[src/rtl/seq_pulse_gen.sv]
// Four-phase walking-one pulse generator (IDLE -> P0..P3 -> P0 ...).
// STYLE picks a one-, two- or three-process FSM; all three give the same q on every cycle.
`timescale 1ns / 1ps

module seq_pulse_gen #(
   parameter int STYLE = 1
) (
   input  logic       clk,
   input  logic       rst,
   output logic [3:0] q
);

   typedef enum logic [2:0] {
      StIdle = 3'd0,
      StP0   = 3'd1,
      StP1   = 3'd2,
      StP2   = 3'd3,
      StP3   = 3'd4
   } state_e;

   // State registers are plain 3-bit vectors so codes 5..7 stay representable and recoverable.
   function automatic logic [2:0] next_state(input logic [2:0] s);
      logic [2:0] n;
      n = StIdle;
      case (s)
         StIdle:  n = StP0;
         StP0:    n = StP1;
         StP1:    n = StP2;
         StP2:    n = StP3;
         StP3:    n = StP0;
         default: n = StIdle;
      endcase
      return n;
   endfunction

   function automatic logic [3:0] decode(input logic [2:0] s);
      logic [3:0] d;
      d = 4'b0000;
      case (s)
         StP0:    d = 4'b0001;
         StP1:    d = 4'b0010;
         StP2:    d = 4'b0100;
         StP3:    d = 4'b1000;
         default: d = 4'b0000;
      endcase
      return d;
   endfunction

   generate
      if (STYLE == 2) begin : g_style2
         logic [2:0] state_q;
         logic [2:0] state_d;

         always_ff @(posedge clk or negedge rst) begin
            if (!rst) begin
               state_q <= StIdle;
            end else begin
               state_q <= state_d;
            end
         end

         always_comb begin
            state_d = StIdle;
            q       = 4'b0000;
            case (state_q)
               StIdle: begin
                  state_d = StP0;
                  q       = 4'b0000;
               end
               StP0: begin
                  state_d = StP1;
                  q       = 4'b0001;
               end
               StP1: begin
                  state_d = StP2;
                  q       = 4'b0010;
               end
               StP2: begin
                  state_d = StP3;
                  q       = 4'b0100;
               end
               StP3: begin
                  state_d = StP0;
                  q       = 4'b1000;
               end
               default: begin
                  state_d = StIdle;
                  q       = 4'b0000;
               end
            endcase
         end
      end else if (STYLE == 3) begin : g_style3
         logic [2:0] state_q;
         logic [2:0] state_d;
         logic [3:0] q_q;

         always_comb begin
            state_d = next_state(state_q);
         end

         // q is decoded from state_d so it lands in the same edge as the state it describes.
         always_ff @(posedge clk or negedge rst) begin
            if (!rst) begin
               state_q <= StIdle;
               q_q     <= 4'b0000;
            end else begin
               state_q <= state_d;
               q_q     <= decode(state_d);
            end
         end

         assign q = q_q;
      end else begin : g_style1
         logic [2:0] state_q;
         logic [3:0] q_q;

         always_ff @(posedge clk or negedge rst) begin
            if (!rst) begin
               state_q <= StIdle;
               q_q     <= 4'b0000;
            end else begin
               case (state_q)
                  StIdle: begin
                     state_q <= StP0;
                     q_q     <= 4'b0001;
                  end
                  StP0: begin
                     state_q <= StP1;
                     q_q     <= 4'b0010;
                  end
                  StP1: begin
                     state_q <= StP2;
                     q_q     <= 4'b0100;
                  end
                  StP2: begin
                     state_q <= StP3;
                     q_q     <= 4'b1000;
                  end
                  StP3: begin
                     state_q <= StP0;
                     q_q     <= 4'b0001;
                  end
                  default: begin
                     state_q <= StIdle;
                     q_q     <= 4'b0000;
                  end
               endcase
            end
         end

         assign q = q_q;
      end
   endgenerate

endmodule

[config.mk]
export PLATFORM = sky130hd
export DESIGN_NAME = seq_pulse_gen
export DESIGN_NICKNAME = d
export VERILOG_FILES = /design/src/rtl/seq_pulse_gen.sv
export SDC_FILE = /design/constraint.sdc
export NUM_CORES = 1
export LEC_CHECK = 0
export BUFFER_PORTS_ARGS = -buffer_cell sky130_fd_sc_hd__buf_2
export CAP_MARGIN = 20
export CORE_AREA = 2 2 39 41
export DETAILED_ROUTE_END_ITERATION = 8
export DIE_AREA = 0 0 41 43
export PLACE_DENSITY = 0.36
export SYNTH_ARGS = -nofsm -noshare
export SYNTH_HDL_FRONTEND = slang
export SYNTH_SLANG_ARGS = --single-unit
[constraint.sdc]
create_clock -name clk -period 1.8 [get_ports clk]
set_input_delay 0.09 -clock clk [delete_from_list [all_inputs] [get_ports clk]]
set_output_delay 0.09 -clock clk [all_outputs]
set_load 0.05 [all_outputs]
### Word-level counts from Yosys, hierarchy flattened

Index checks and enable logic that the tools add are counted.

| operators by class | value |
|---|---|
| eq/ne operators | 4 |
| mux-type cells | 2 |
| reductions and logical operators | 2 |

Operators with widths:

| cell | count |
|---|---|
| $pmux 4 s4 | 1 |
| $pmux 3 s4 | 1 |
| $eq 3x2->1 const B | 2 |
| $eq 3x1->1 const B | 1 |
| $eq 3x3->1 const B | 1 |
| $logic_not 3->1 | 1 |
| $reduce_or 2->1 | 1 |

| word-level totals | value |
|---|---|
| flip-flop bits (word level) | 7 |
| bits of input ports | 2 |
| output and inout port bits | 4 |
| logic and storage cells | 10 |

### Logic depth before layout (Yosys ltp)

Gate-level depths: netlist of run 1.

| logic depth | value |
|---|---|
| depth in word-level cells | 3 |
| mapped depth | 2 |
| depth with buffers taken out | 2 |

### Worst setup path after synthesis of run 1

Ideal clock, no wire load.

| timing | value |
|---|---|
| path kind | register -> register |
| from | register g_style1.state_q[1] |
| to | register g_style1.q_q[3] (netlist: q[3]) |
| library setup time | 121 ps |
| arrival | 608 ps |
| required time | 1,679 ps |
| setup slack | 1,071 ps |
| cell stages (with the launch flop) | 2 |
| path buffers | 0 |
| clock period less this slack | 729 ps |
| path through | dfrtp_1 > and3b_2 |

| between the ends | value |
|---|---|
| longest elaborated chain between the ends | 3 |
| elaborated cells between the ends (all ways) | 7 |
| classes of those cells | eq/ne (4); mux (1); reduce/logical (2) |

RTL lines:

| what | line | text |
|---|---|---|
| start: declaration | 114 | `logic [2:0] state_q;` |
| start signal: assignment | 119 | `state_q <= StIdle;` |
| start signal: assignment | 124 | `state_q <= StP0;` |
| start signal: assignment | 128 | `state_q <= StP1;` |
| $eq 3x3->1 or $logic_not 3->1 (tied branches) | 122 | `case (state_q)` |
| $reduce_or 2->1 (no line) | n/a |  |
| $pmux 4 s4 * | 122 |  |
| end signal: assignment | 120 | `q_q <= 4'b0000;` |
| end signal: assignment | 125 | `q_q <= 4'b0001;` |
| end signal: assignment | 129 | `q_q <= 4'b0010;` |
| end: declaration | 115 | `logic [3:0] q_q;` |

Every way passes the cells marked *; elsewhere a longest branch is shown, timed or not.

### Worst setup path in the final report of run 1

| timing | value |
|---|---|
| from | register g_style1.q_q[3] (netlist: q[3]) |
| to | output q[3] |

RTL lines:

| what | line | text |
|---|---|---|
| end: declaration | 10 | `output logic [3:0] q` |

No word-level cell between the ends.

==> results of run 1 <==
-- routing by layer --
layer,routed length (microns),global-route usage,vias to the layer above
li1,-,-,62
met1,194,0.0492,57
met2,133,0.0563,5
met3,33,0.0785,0
met4,0,0.0600,0
met5,0,0,-
-- power groups by stage --
stage	Sequential [uW]	Combinational [uW]	Clock (uW)
2_1_floorplan	137	0.0000225	0
3_3_place_gp	137	3.31	0
3_5_place_dp	137	3.54	0
4_1_cts	135	5.22	132
5_1_grt	135	5.77	140
6_report	135	4.97	123
-- path summary, 6_finish.rpt --
path	start	endpoint	slack, ns	cells after the start
min in group clk	g_style1.state_q[0]	g_style1.state_q[0]	0.53	1
min	rst	q[2]	0.20	2
max in group asynchronous	rst	q[3]	1.46	2
max	q[3]	q[3]	0.74	1
min reg2reg	g_style1.state_q[0]	g_style1.state_q[0]	0.53	1
max reg2reg	g_style1.state_q[1]	q[3]	1.02	1
-- placed cells by master (no fill, tap or decap), drive strengths merged --
cell / synthesis / layout
xnor2: 1 / 1
clkbuf: 0 / 3
nor3b: 2 / 2
and3b: 1 / 1
a21oi: 1 / 1
dfrtp: 6 / 6
buf: 1 / 5
dlygate4sd3: 0 / 1
nor2: 2 / 2
-- kinds of logic after synthesis --
group                  after synthesis  synth area share
XOR/XNOR                             1            0.0430
AO/OA/AOI/OAI                        1            0.0245
AND/OR/NAND/NOR                      5             0.160
buffers and inverters                1            0.0368
flip-flops                           6             0.736
-- flip-flops by register name (all words and copies together), names as in the netlist --
name              cells
q                     4
g_style1.state_q      2
-- through the flow --
| step | utilization | hold WS (ns) | instance area [sq um] |
|---|---|---|---|
| 2_1_floorplan | - | -0.206 | 204 |
| 3_3_place_gp | 0.175 | -0.0837 | 241 |
| 3_5_place_dp | 0.175 | -0.0787 | 241 |
| 4_1_cts | 0.198 | 0.197 | 274 |
| 5_1_grt | 0.198 | 0.211 | 274 |
| 6_report | 0.198 | 0.198 | 274 |
-- area by class of cell --
| type | instances | area [sq um] |
|---|---|---|
| Fill cell | 160 | 1110 |
| Sequential cell | 6 | 150 |
| Multi-Input combinational cell | 7 | 46.3 |
| Timing Repair Buffer | 6 | 35.0 |
| Clock buffer | 3 | 22.5 |
| Tap cell | 16 | 20.0 |
==> flow_metrics.py, run 1 <==
metrics = {
    "status": {
        "status": "finished clean",
    },
    "floorplanning": {
        "ios": 6,
        "start_util": 0.147,
        "num_rows": 14,
        "dieArea_sq_um": 1760,
        "die_w_microns": 41,
        "die_h_microns": 43,
        "placeableCoreArea_sq_um": 1380,
    },
    "grt": {
        "track_usage": 0.0576,
        "overflow": 0,
        "grt_pass1_wl_microns": 545,
        "grt_max_degree": 7,
        "grt_antenna_before_repair": 0,
        "grt_pass1_vias": 123,
    },
    "worst_setup_path": {
        "cpMaxStageDelayCell": "dfrtp_1",
        "max_stage_delay_ns": 0.43,
        "crit_family": "flip-flops",
        "worstSetupPathType": "flip-flop to output port",
        "endpoint_kind": "output port",
        "crit_fanout": 6,
        "critPathBufInv": 1,
        "crit_required_ns": 1.71,
        "crit_arrival_ns": 0.97,
        "critPathLaunchType": "flip-flop",
        "crit_chain": "buf_2",
    },
    "pwr": {
        "clkPwrFrac": 0.468,
        "power.density_nw_per_um2": 962,
        "combPwrFrac": 0.019,
        "ir_drop_mv": 0.241,
        "fin_total_pwr_uw": 264,
        "p_sw_frac": 0.192,
        "p_seq_frac": 0.514,
        "p_int_uw": 213,
        "power.switching_uw": 50.6,
        "p_leak_uw": 0.000134,
    },
    "drt": {
        "first_iter_violations": 3,
        "wl_per_cell_microns": 9.50,
        "via_count": 124,
        "antenna_left": 0,
        "drt-total-wl_microns": 361,
        "viasPerCell": 3.26,
        "drc_errors": 0,
        "first_pass_iters": 2,
    },
    "timing": {
        "finalHoldViolCount": 0,
        "slew_violations": 0,
        "worstMarginPinSlew_ns": 0.253,
        "tns_ns": 0,
        "finClkSkew_ns": 0.00212,
        "finalSetupViolCount": 0,
        "post-route-period-util": 0.590,
        "period_needed_ns": 1.06,
        "maxSlewHeadroom": 0.832,
        "fmax_mhz": 942,
        "fin_ws_ns": 0.738,
        "rsz0062_at_grt": "no",
    },
    "placed_design": {
        "gp_congestion": 0.606,
        "dp_cells": 34,
        "post-place-ws_ns": 0.999,
        "portBuffers": 5,
    },
    "yosys": {
        "synth_top_area_share": 0.736,
        "ys_ff_latch": 6,
        "synth_top_cell_by_area": "dfrtp_1",
        "synthTopCellsByArea": "dfrtp_1 (74%), nor3b_1 (7.4%), and3b_2 (4.9%), xnor2_1 (4.3%), buf_4 (3.7%)",
        "synthTopCellsByCount": "dfrtp_1 (6), nor2_1 (2), nor3b_1 (2)",
        "ys_seq_area_frac": 0.736,
        "synth.most_common_cell": "dfrtp_1",
        "synth_edf_count": 0,
        "avgSynthCellArea_sq_um": 14.6,
        "synth_nets": 16,
        "netlist_area_sq_um": 204,
        "synthFlopType": "dfrtp_1",
        "synthArstFlopShare": 1.00,
        "ys_warn_count": 0,
        "synth.distinct_cells": 7,
        "netlist_instances": 14,
    },
    "finish": {
        "drive_above_1_share": 0.409,
        "final_cells": 38,
        "area_growth_pct": 34.4,
        "diodes": 0,
        "nets": 26,
    },
    "clock_network": {
        "cts_tree": "done",
        "ctsHtreeMaxLevel": 1,
        "post_cts_buffers": 0,
        "insertion_delay_ns": 0.24,
        "cts.sinks": 6,
        "postCtsHoldBufs": 1,
        "cts_buffers": 3,
        "clk_path_buf_depth": 2,
        "cts-root-buf": "clkbuf_4",
        "cts_resized": 0,
        "clk_pin_slew_ns": 0.04,
    },
    "min_path": {
        "hold_path.class": "input pin to async pin",
    },
    "run": {
        "cap_viol_max_count": 0,
    },
}
(Power assumes the default switching activity.)
==> run 2, diff against run 1 <==
PLACE_DENSITY = 0.37   (was 0.36)
clock period = 0.95 ns   (was 1.8 ns; I/O delays follow)
==> run 2 against run 1 <==
Effect of this change:
- largest power group unchanged
- utilization is 0.54 points higher
- combinational power is 88% higher
- final area is 2.7% higher
- critical path type unchanged
- largest cell class unchanged
- sequential share of layout area is 1.0 points lower
- critical endpoint unchanged
- worst setup slack worse by 0.67 ns
==> flow_metrics.py, run 2 (synthesis gave the netlist of run 1 again) <==
metrics = {
    "status": {
        "status": "finished clean",
    },
    "worst_setup_path": {
        "crit_arrival_ns": 0.83,
        "critPathLaunchType": "flip-flop",
        "cpMaxStageDelayCell": "dfrtp_2",
        "endpoint_kind": "output port",
        "critPathBufInv": 1,
        "crit_chain": "buf_6",
        "max_stage_delay_ns": 0.43,
        "worstSetupPathType": "flip-flop to output port",
        "crit_required_ns": 0.90,
        "crit_fanout": 6,
        "crit_family": "flip-flops",
    },
    "drt": {
        "viasPerCell": 3.71,
        "drc_errors": 0,
        "first_iter_violations": 2,
        "first_pass_iters": 2,
        "wl_per_cell_microns": 8.21,
        "via_count": 141,
        "antenna_left": 0,
        "drt-total-wl_microns": 312,
    },
    "clock_network": {
        "clk_path_buf_depth": 2,
        "cts.sinks": 6,
        "ctsHtreeMaxLevel": 1,
        "cts_tree": "done",
        "insertion_delay_ns": 0.23,
        "cts_buffers": 3,
        "post_cts_buffers": 0,
        "cts-root-buf": "clkbuf_4",
        "clk_pin_slew_ns": 0.04,
    },
    "timing": {
        "rsz0062_at_grt": "no",
        "finalSetupViolCount": 0,
        "fin_ws_ns": 0.0701,
        "maxSlewHeadroom": 0.835,
        "post-route-period-util": 0.926,
        "fmax_mhz": 1140,
        "finClkSkew_ns": 0.00315,
        "period_needed_ns": 0.880,
        "slew_violations": 0,
        "finalHoldViolCount": 0,
        "tns_ns": 0,
        "worstMarginPinSlew_ns": 0.250,
    },
    "floorplanning": {
        "die_h_microns": 43,
        "ios": 6,
        "placeableCoreArea_sq_um": 1380,
        "dieArea_sq_um": 1760,
        "num_rows": 14,
        "start_util": 0.147,
        "die_w_microns": 41,
    },
    "finish": {
        "largest_reg_flops": 4,
        "nets": 26,
        "final_cell_mix": "dfrtp_1 (5), buf_2 (4), clkbuf_4 (3)",
        "drive_above_1_share": 0.455,
        "area_growth_pct": 38.0,
        "diodes": 0,
        "utilization": 0.203,
        "final_common_cell": "dfrtp_1",
    },
    "grt": {
        "grt_max_degree": 7,
        "grt_pass1_wl_microns": 496,
        "track_usage": 0.0465,
        "grt_pass1_vias": 139,
        "grt_antenna_before_repair": 0,
        "overflow": 0,
    },
    "placed_design": {
        "gp_congestion": 0.632,
        "post-place-ws_ns": 0.190,
        "portBuffers": 5,
    },
    "pwr": {
        "p_leak_uw": 0.000133,
        "ir_drop_mv": 0.374,
        "power.density_nw_per_um2": 1720,
    },
    "run": {
        "cap_viol_max_count": 0,
    },
    "min_path": {
        "hold_path.class": "input pin to async pin",
    },
}
[run 2: changes by cell type in the layout (fill, tap and decap cells not counted)]
cell     delta
buf_2       -1
buf_6       +1
dfrtp_1     -1
dfrtp_2     +1
[run 2: worst paths after layout]
kind                                     startpoint                   to  slack, ns  cells past startpoint
min in group clk                               q[3]  g_style1.state_q[1]       0.50                      1
worst max register to register  g_style1.state_q[0]  g_style1.state_q[1]       0.19                      2
max in group asynchronous                       rst                 q[3]       0.63                      2
worst max-delay path                           q[3]                 q[3]       0.07                      1
worst min-delay path                            rst                 q[1]       0.17                      2
worst min register to register                 q[3]  g_style1.state_q[1]       0.50                      1
[run 2: repair_timing]
action / 4_1_cts / 5_1_grt
gates resized for setup: 1 / 2
endpoints found under the setup margin: 1 / 1
endpoints found under the hold margin: 6 / 0
gates cloned: 0 / 0
hold buffers: 1 / 0
[run 2: metal layers]
metal,global-route usage,vias to the layer above,part of all wire
li1,-,63,-
met1,0.0461,72,0.43
met2,0.0625,6,0.46
met3,0.0471,0,0.11
met4,0.0200,0,0
met5,0,-,0
[run 2: area by class of cell]
type                            count  area (sq um)
Fill cell                         148          1100
Sequential cell                     6           151
Multi-Input combinational cell      7          46.3
Timing Repair Buffer                6          41.3
Clock buffer                        3          22.5
Tap cell                           16          20.0
[run 2: per-stage QoR]
| step | power, uW | hold slack (ns) | instance area, sq um | cells |
|---|---|---|---|---|
| final | 483 | 0.166 | 282 | 38 |
| after global routing | 514 | 0.194 | 282 | 38 |
| after CTS | 500 | 0.160 | 277 | 38 |
| after detailed placement | 267 | -0.122 | 241 | 34 |
| after global placement | 266 | -0.128 | 241 | 34 |
| after floorplan | 260 | -0.248 | 204 | 14 |
[run 2: where the power goes]
| part | internal [uW] | switching (uW) | total [uW] | leakage [uW] |
|---|---|---|---|---|
| sequential | 257 | 0 | 257 | 0.0000740 |
| combinational | 4.18 | 5.13 | 9.32 | 0.0000448 |
| clock | 142 | 75.6 | 217 | 0.0000138 |
| total | 403 | 80.7 | 483 | 0.000133 |
==> run 3, diff against run 2 <==
CELL_PAD_IN_SITES_DETAIL_PLACEMENT = 1   (was not set)
CELL_PAD_IN_SITES_GLOBAL_PLACEMENT = 2   (was not set)
MAX_ROUTING_LAYER = met4   (was not set)
PLACE_DENSITY = 0.47   (was 0.37)
==> run 3 against run 2 <==
Effect of this change:
- clock power up 5%
- hold slack worse by 0.010 ns
- critical path depth did not move
- total power grew 2.2%
- critical path type unchanged
- sequential power about the same
==> flow_metrics.py, run 3 (synthesis gave the netlist of run 1 again) <==
metrics = {
    "pwr": {
        "fin_total_pwr_uw": 494,
        "power.density_nw_per_um2": 1750,
        "p_leak_uw": 0.000133,
        "ir_drop_mv": 0.357,
    },
    "worst_setup_path": {
        "endpoint_kind": "output port",
        "critPathLaunchType": "flip-flop",
        "crit_fanout": 6,
        "max_stage_delay_ns": 0.43,
        "worstSetupPathType": "flip-flop to output port",
        "crit_chain": "buf_6",
        "crit_arrival_ns": 0.84,
        "crit_required_ns": 0.90,
        "crit_family": "flip-flops",
        "critPathBufInv": 1,
        "cpMaxStageDelayCell": "dfrtp_2",
    },
    "finish": {
        "largest_reg_flops": 4,
        "area_growth_pct": 38.0,
        "utilization": 0.203,
        "final_cell_mix": "dfrtp_1 (5), buf_2 (4), clkbuf_4 (3)",
        "final_cells": 38,
        "final_common_cell": "dfrtp_1",
        "drive_above_1_share": 0.455,
        "diodes": 0,
        "stdcell_area_sq_um": 282,
        "fill_cells": 159,
        "nets": 26,
    },
    "timing": {
        "worstMarginPinSlew_ns": 0.251,
        "fmax_mhz": 1130,
        "finalSetupViolCount": 0,
        "finalHoldViolCount": 0,
        "tns_ns": 0,
        "rsz0062_at_grt": "no",
        "post-route-period-util": 0.932,
        "maxSlewHeadroom": 0.833,
        "slew_violations": 0,
        "finClkSkew_ns": 0.00273,
        "period_needed_ns": 0.885,
    },
    "floorplanning": {
        "dieArea_sq_um": 1760,
        "die_h_microns": 43,
        "die_w_microns": 41,
        "num_rows": 14,
        "ios": 6,
        "start_util": 0.147,
        "placeableCoreArea_sq_um": 1380,
    },
    "drt": {
        "via_count": 128,
        "first_iter_violations": 4,
        "antenna_left": 0,
        "viasPerCell": 3.37,
        "first_pass_iters": 2,
        "wl_per_cell_microns": 8.45,
        "drc_errors": 0,
        "drt-total-wl_microns": 321,
    },
    "placed_design": {
        "place_area_sq_um": 241,
        "dp_cells": 34,
        "gp_congestion": 0.611,
        "portBuffers": 5,
    },
    "clock_network": {
        "ctsHtreeMaxLevel": 1,
        "cts-root-buf": "clkbuf_4",
        "cts_buffers": 3,
        "insertion_delay_ns": 0.24,
        "cts.sinks": 6,
        "post_cts_buffers": 0,
        "cts_tree": "done",
        "clk_pin_slew_ns": 0.05,
        "clk_path_buf_depth": 2,
    },
    "grt": {
        "grt_max_degree": 7,
        "overflow": 0,
        "grt_pass1_wl_microns": 558,
        "grt_pass1_vias": 124,
        "grt_antenna_before_repair": 0,
        "track_usage": 0.0591,
    },
    "min_path": {
        "hold_path.class": "input pin to async pin",
    },
    "status": {
        "status": "finished clean",
    },
    "run": {
        "cap_viol_max_count": 0,
    },
}
==> run 3: layout make-up <==
type	instances	area, sq um	share of cell area
flip-flops and latches	6	151	0.538
multi-input cells	7	46.3	0.164
repair buffers	6	41.3	0.147
clock buffers	3	22.5	0.0800
well taps	16	20.0	0.0711
==> run 3: what timing repair did <==
item	in CTS	in global routing
hold endpoints to repair	6	0
endpoints found under the setup margin	1	1
hold buffers	1	0
resized for setup	2	1
pin swaps	0	0
gates cloned	0	0
==> run 3: power by group <==
group	total (uW)	switching [uW]	internal [uW]	leakage, uW
registers	256	0	256	0.0000740
clock network	228	85.6	142	0.0000138
logic	9.15	4.97	4.18	0.0000448
==> run 3: final timing paths <==
check	from	end	slack [ns]	cells after the start
worst max-delay path	q[3]	q[3]	0.07	1
worst min register to register	q[3]	g_style1.state_q[1]	0.50	1
max in group asynchronous	rst	q[3]	0.64	2
min in group clk	q[3]	g_style1.state_q[1]	0.50	1
worst max register to register	g_style1.state_q[0]	g_style1.state_q[1]	0.17	2
worst min-delay path	rst	q[2]	0.16	2
==> run 3: routing by layer <==
layer / track usage / share of wire / routed length [microns]
met5: - / 0 / 0
met4: 0.0800 / 0 / 0
met3: 0.0471 / 0.12 / 38
met2: 0.0594 / 0.47 / 151
met1: 0.0559 / 0.40 / 130
==> run 3: metrics by stage <==
stage,hold WS [ns],worst slack (ns)
floorplan,-0.248,0.221
global placement,-0.123,0.189
detailed placement,-0.122,0.174
CTS,0.157,0.0238
global route,0.155,0.0201
finish,0.156,0.0650
